## config.mk

```make
export PLATFORM = sky130hd
export DESIGN_NAME = tz_expander
export DESIGN_NICKNAME = d
export VERILOG_FILES = /design/src/rtl/tz_pkg.sv /design/src/rtl/tz_expander.sv
export SDC_FILE = /design/constraint.sdc
export NUM_CORES = 1
export LEC_CHECK = 0
export BUFFER_PORTS_ARGS = -buffer_cell sky130_fd_sc_hd__buf_2
export CORE_UTILIZATION = 41
export CTS_BUF_LIST = sky130_fd_sc_hd__clkbuf_4
export DETAILED_ROUTE_END_ITERATION = 10
export PLACE_DENSITY = 0.7
export SLEW_MARGIN = 20
export SYNTH_ARGS = -nofsm -noshare
export SYNTH_HDL_FRONTEND = slang
export SYNTH_SLANG_ARGS = --single-unit
```

## constraint.sdc

```tcl
create_clock -name clk -period 1.85 [get_ports clk]
set_clock_uncertainty 0.2 [all_clocks]
set_input_delay 0.185 -clock clk [delete_from_list [all_inputs] [get_ports clk]]
set_output_delay 0.185 -clock clk [all_outputs]
set_load 0.1 [all_outputs]
```

## src/rtl/tz_pkg.sv

```systemverilog
// Shared types and helpers for the trailing-zero expander.
package tz_pkg;

  typedef enum logic [1:0] {
    IDLE  = 2'd0,
    ZEROS = 2'd1,
    ONE   = 2'd2
  } state_t;

  // Count width able to hold 0..data_width inclusive.
  function automatic int cnt_width(input int data_width);
    return $clog2(data_width) + 1;
  endfunction

  function automatic int clamp_count(input int cnt, input int max_cnt);
    return (cnt > max_cnt) ? max_cnt : cnt;
  endfunction

endpackage

```

## src/rtl/tz_expander.sv

```systemverilog
// Expands trailing-zero counts into LSB-first serial bitstreams (N zeros, then a '1'
// unless N equals DATA_WIDTH). Valid/ready on both sides; all outputs registered.
module tz_expander
  import tz_pkg::*;
#(
  parameter  int DATA_WIDTH = 32,
  localparam int CNT_W      = cnt_width(DATA_WIDTH)
) (
  input  logic             clk,
  input  logic             resetn,
  input  logic [CNT_W-1:0] din,
  input  logic             din_valid,
  output logic             din_ready,
  output logic             dout,
  output logic             dout_valid,
  input  logic             dout_ready,
  output logic             dout_last,
  output logic             err
);

  localparam logic [CNT_W-1:0] DW_C = CNT_W'(DATA_WIDTH);

  state_t           state;
  logic [CNT_W-1:0] rem;
  logic             full;   // latched count was DATA_WIDTH: symbol ends without a '1'

  logic             fire;
  logic             accept;
  logic             overrange;
  logic [CNT_W-1:0] c_in;

  // NOTE: every signal assigned in always_comb gets a value on every path,
  // otherwise synthesis infers a latch to hold the old value.
  always_comb begin
    fire      = dout_valid && dout_ready;
    din_ready = (state == IDLE) || (fire && dout_last);
    accept    = din_valid && din_ready;
    overrange = din > DW_C;
    c_in      = CNT_W'(clamp_count(int'(din), DATA_WIDTH));
  end

  // NOTE: sequential state uses non-blocking assignments only, so every
  // register samples the pre-edge values regardless of statement order.
  always_ff @(posedge clk) begin
    if (!resetn) begin
      state      <= IDLE;
      rem        <= '0;
      full       <= 1'b0;
      dout       <= 1'b0;
      dout_valid <= 1'b0;
      dout_last  <= 1'b0;
      err        <= 1'b0;
    end else begin
      err <= accept && overrange;

      if (accept) begin
        // A new count can only be taken when idle or on the last bit of the
        // previous symbol, so loading here never truncates a symbol.
        dout_valid <= 1'b1;
        if (c_in == '0) begin
          state     <= ONE;
          rem       <= '0;
          full      <= 1'b0;
          dout      <= 1'b1;
          dout_last <= 1'b1;
        end else begin
          state     <= ZEROS;
          rem       <= c_in;
          full      <= (c_in == DW_C);
          dout      <= 1'b0;
          dout_last <= (c_in == CNT_W'(1)) && (c_in == DW_C);
        end
      end else if (fire) begin
        unique case (state)
          ZEROS: begin
            if (rem > CNT_W'(1)) begin
              rem       <= rem - CNT_W'(1);
              dout_last <= (rem == CNT_W'(2)) && full;
            end else if (!full) begin
              state     <= ONE;
              rem       <= '0;
              dout      <= 1'b1;
              dout_last <= 1'b1;
            end else begin
              state      <= IDLE;
              rem        <= '0;
              full       <= 1'b0;
              dout_valid <= 1'b0;
              dout_last  <= 1'b0;
            end
          end
          ONE: begin
            state      <= IDLE;
            dout       <= 1'b0;
            dout_valid <= 1'b0;
            dout_last  <= 1'b0;
          end
          default: begin
            state      <= IDLE;
            dout_valid <= 1'b0;
          end
        endcase
      end
    end
  end

endmodule
```

==> results by group <==
Clock network
  • Cts bufs inserted: 3
  • Clk buf depth: 2
  • CTS Sinks: 13
  • Skew-Pair Late Insertion Delay: 0.27 ns
  • Htree depth: 1
  • CTS clk-pin slew, worst paths: 0.09 ns
  • CTS tree: built
  • Root Driver: clkbuf_4
  • Number of buffers added for setup after CTS: 0

Timing
  • Final hold vios: 0
  • Setup ws final: -0.00766 ns
  • Worst Hold Slack: roughly 0.0055 ns
  • Final period utilization: 100%
  • Fmax: about 0.54 GHz
  • # setup viols final: 1
  • Worst Tran Pin Value: 0.484 ns
  • Fin. max-slew vios: 0
  • Setup TNS: -0.00766 ns
  • Post-layout min period: 1.86 ns
  • Max_slew headroom: roughly two thirds

Routing
  • Pre-antenna DRT Iters: 4
  • Drt wl/cell: 14.3 um
  • Antenna viol nets, final: 0
  • Vias/cell: 5.96
  • # DRC: 0
  • Total Wirelength: ~2300 um
  • Detailed-route via count: 978
  • Initial DRC Count: 48

Worst setup path
  • CP Launch Type: flop
  • Max incr delay on CP: 0.58 ns
  • CP Class: flop to flop
  • CP top delay family: simple AND/OR/NAND/NOR gates
  • CP Data Arrival Time: 1.82 ns
  • CP max FO: 5
  • CP Cell Sequence: or4_4 > o2111ai_4 > nor2_1 > a221oi_1 > nor2_1
  • Slowest CP cell: or4_4
  • Buffers and inverters on the worst path: 0
  • CP endpoint kind: flop
  • Req. time, crit path: 1.81 ns
  • Most Frequent Cell on Critical Path: nor2_1

Yosys
  • Synth Flop Type: dfxtp_1
  • Most frequent cell after synthesis: nor2_1
  • Yosys top cell area share: 31.1%
  • Syn_nets: between 100 and 150
  • Post-synthesis cell type count: 37
  • Syn Inst Count: 111
  • Xor and xnor fraction of the mapped netlist area: 0%
  • Post-synth EDFFs: 0
  • Largest family of logic cells by synthesized area: simple AND/OR/NAND/NOR gates
  • Compound-Gate Fraction of Synth Area: 28.0%
  • Post-synthesis register bit count: 13
  • Post-synthesis mux area share: 1.20%
  • Top cells by area, synth: dfxtp_1 31%, nor2_1 7.6%, a21oi_1 6.0%
  • Sequential area share after synthesis: 31.1%
  • Avg Cell Area, Syn: between 7 and 8 sq um
  • Simple-gate share of the synthesized area: 32.3%
  • Post-synth top area cell: dfxtp_1
  • Number of warning messages in the yosys log: 0
  • Post-synthesis async set-or-reset flop share: 0%
  • Mapped Area: around 840 sq um
  • Adder-cell area share of the yosys netlist: 4.49%
  • Top post-synthesis cells by count: 17 x nor2_1, 13 x dfxtp_1, 11 x nand2_1

Power
  • Static Leak: ~0.45 nW
  • Power Density: between 700 and 800 mW/mm^2
  • Switching share of total power: between 40% and 50%
  • Comb power frac: 40.4%
  • Reg power frac: a little under two fifths
  • Worst VDD drop: 0.445 mV
  • Power Total: approximately 900 uW
  • Psw: between 300 and 400 uW
  • Clock power frac: 22.2%
  • Internal Power: 525 uW

Floorplan
  • Initial Utilization: a little under half
  • Die area: about 0.0022 sq mm
  • Total core area: 0.00182 sq mm
  • Io pins: 15
  • Die Y: 47.2 um
  • Rows: 15
  • DIE WIDTH: about 47 um

Outcome
  • Status: complete, but fails checks
  • Violated checks: negative setup slack

Flow run
  • Max-Cap Viols: 0

Final layout
  • Antenna Cells: 0
  • Finished Layout Cells: 164
  • Fillers: 172
  • Layout Nets: 153
  • Synth-to-Final Area Change: 33.2%
  • Layout cell share with drive strength beyond 1: between 30% and 40%

GRT
  • Initial antenna violation count: 0
  • Largest net degree at the start of global routing: 10
  • Tot GR Track Use: 24.7%
  • Number of global-route vias before repair: 897
  • Remaining Overflow, GRT: 0
  • First-pass GRT wire length: about 3800 um

Place
  • Dpl cells: 157
  • RePlAce Congestion: 0.898
  • DP HPWL: 1690 um
  • # port buffers: 14

Hold path
  • Hold Crit Class: input port to flop
==> layout make-up <==
| class | count | area (sq um) | area share, % |
|---|---|---|---|
| Sequential cell | 13 | 270 | 24.3 |
| Timing Repair Buffer | 25 | 164 | 14.7 |
| Multi-Input combinational cell | 92 | 599 | 53.8 |
| Clock buffer | 4 | 30.0 | 2.70 |
| Tap cell | 25 | 31.3 | 2.81 |
| Inverter | 5 | 18.8 | 1.69 |
==> what timing repair did <==
| action | CTS | global route |
|---|---|---|
| endpoints found under the hold margin | 3 | 0 |
| hold buffers | 3 | 0 |
| resized for setup | 0 | 13 |
| endpoints found under the setup margin | 0 | 9 |
==> kinds of logic after synthesis <==
group	after synthesis
buffers and inverters	6
flip-flops	13
AND/OR/NAND/NOR	53
adder cells (fa/ha/maj)	3
AO/OA/AOI/OAI	35
multiplexers	1
==> worst register-to-register path, delay by kind of cell (launching register included) <==
family | cells | cell delay [ns]
flops | 1 | 0.33
simple gates | 3 | 0.72
compound gates | 2 | 0.50
==> power by group through the flow <==
| stage | clock network (mW) | registers [mW] | logic, mW |
|---|---|---|---|
| finish | 0.195 | 0.330 | 0.355 |
| CTS | 0.197 | 0.328 | 0.326 |
| detailed placement | 0 | 0.334 | 0.320 |
| floorplan | 0 | 0.395 | 0.173 |
| global route | 0.217 | 0.335 | 0.380 |
| global placement | 0 | 0.333 | 0.317 |
==> metal layers <==
layer | global-route usage, % | routed length, um | vias to the layer above | part of all wire [%]
met5 | 0 | 0 | - | 0
met4 | 10.9 | 70 | 0 | 3.0
met3 | 2.31 | 183 | 8 | 7.8
met2 | 38.9 | 1050 | 62 | 45
met1 | 34.3 | 1050 | 443 | 45
li1 | - | - | 465 | -
==> registers in the layout (all words and copies together), names as in the netlist <==
| register | count |
|---|---|
| err | 1 |
| dout_last | 1 |
| full | 1 |
| dout_valid | 1 |
| dout | 1 |
| state | 2 |
| rem | 6 |
==> through the flow <==
step,util (%),worst slack (ns),area [sq um]
final,61.2,-0.00766,1110
after global routing,61.2,-0.0802,1110
after CTS,58.6,0.0208,1070
after detailed placement,55.3,0.0360,1010
after global placement,55.3,0.0614,1010
after floorplan,-,0.0593,850
==> layout by cell type, fill, tap and decap left out, types with 2 or more instances in the layout <==
master / Yosys / layout
nand2b_1: 2 / 2
nand2_1: 11 / 11
a21oi_1: 10 / 10
o21ai_2: 1 / 2
clkbuf_4: 0 / 4
nor2_2: 0 / 3
o21ai_0: 6 / 4
buf_2: 1 / 14
inv_1: 4 / 4
dfxtp_2: 0 / 2
nor3_1: 4 / 4
nand3_1: 6 / 6
nand3b_1: 2 / 2
dfxtp_4: 0 / 2
o22ai_1: 2 / 2
a31oi_1: 3 / 3
ha_1: 3 / 2
buf_4: 0 / 7
nor2_1: 17 / 13
dfxtp_1: 13 / 9
or3_1: 2 / 2
dlygate4sd3_1: 0 / 3
o21bai_1: 3 / 3
==> worst paths after layout <==
check,start,endpoint,slack [ns],cells after the start
hold reg to reg,rem[4]$_SDFFE_PN0P_,rem[4]$_SDFFE_PN0P_,0.31,2
setup reg to reg,rem[2]$_SDFFE_PN0P_,rem[0]$_SDFFE_PN0P_,-0.008,5
setup / recovery,rem[2]$_SDFFE_PN0P_,rem[0]$_SDFFE_PN0P_,-0.008,5
hold / removal,din[3],err$_SDFF_PN0_,0.005,3
No activity file was read; power rests on OpenSTA's default activity.
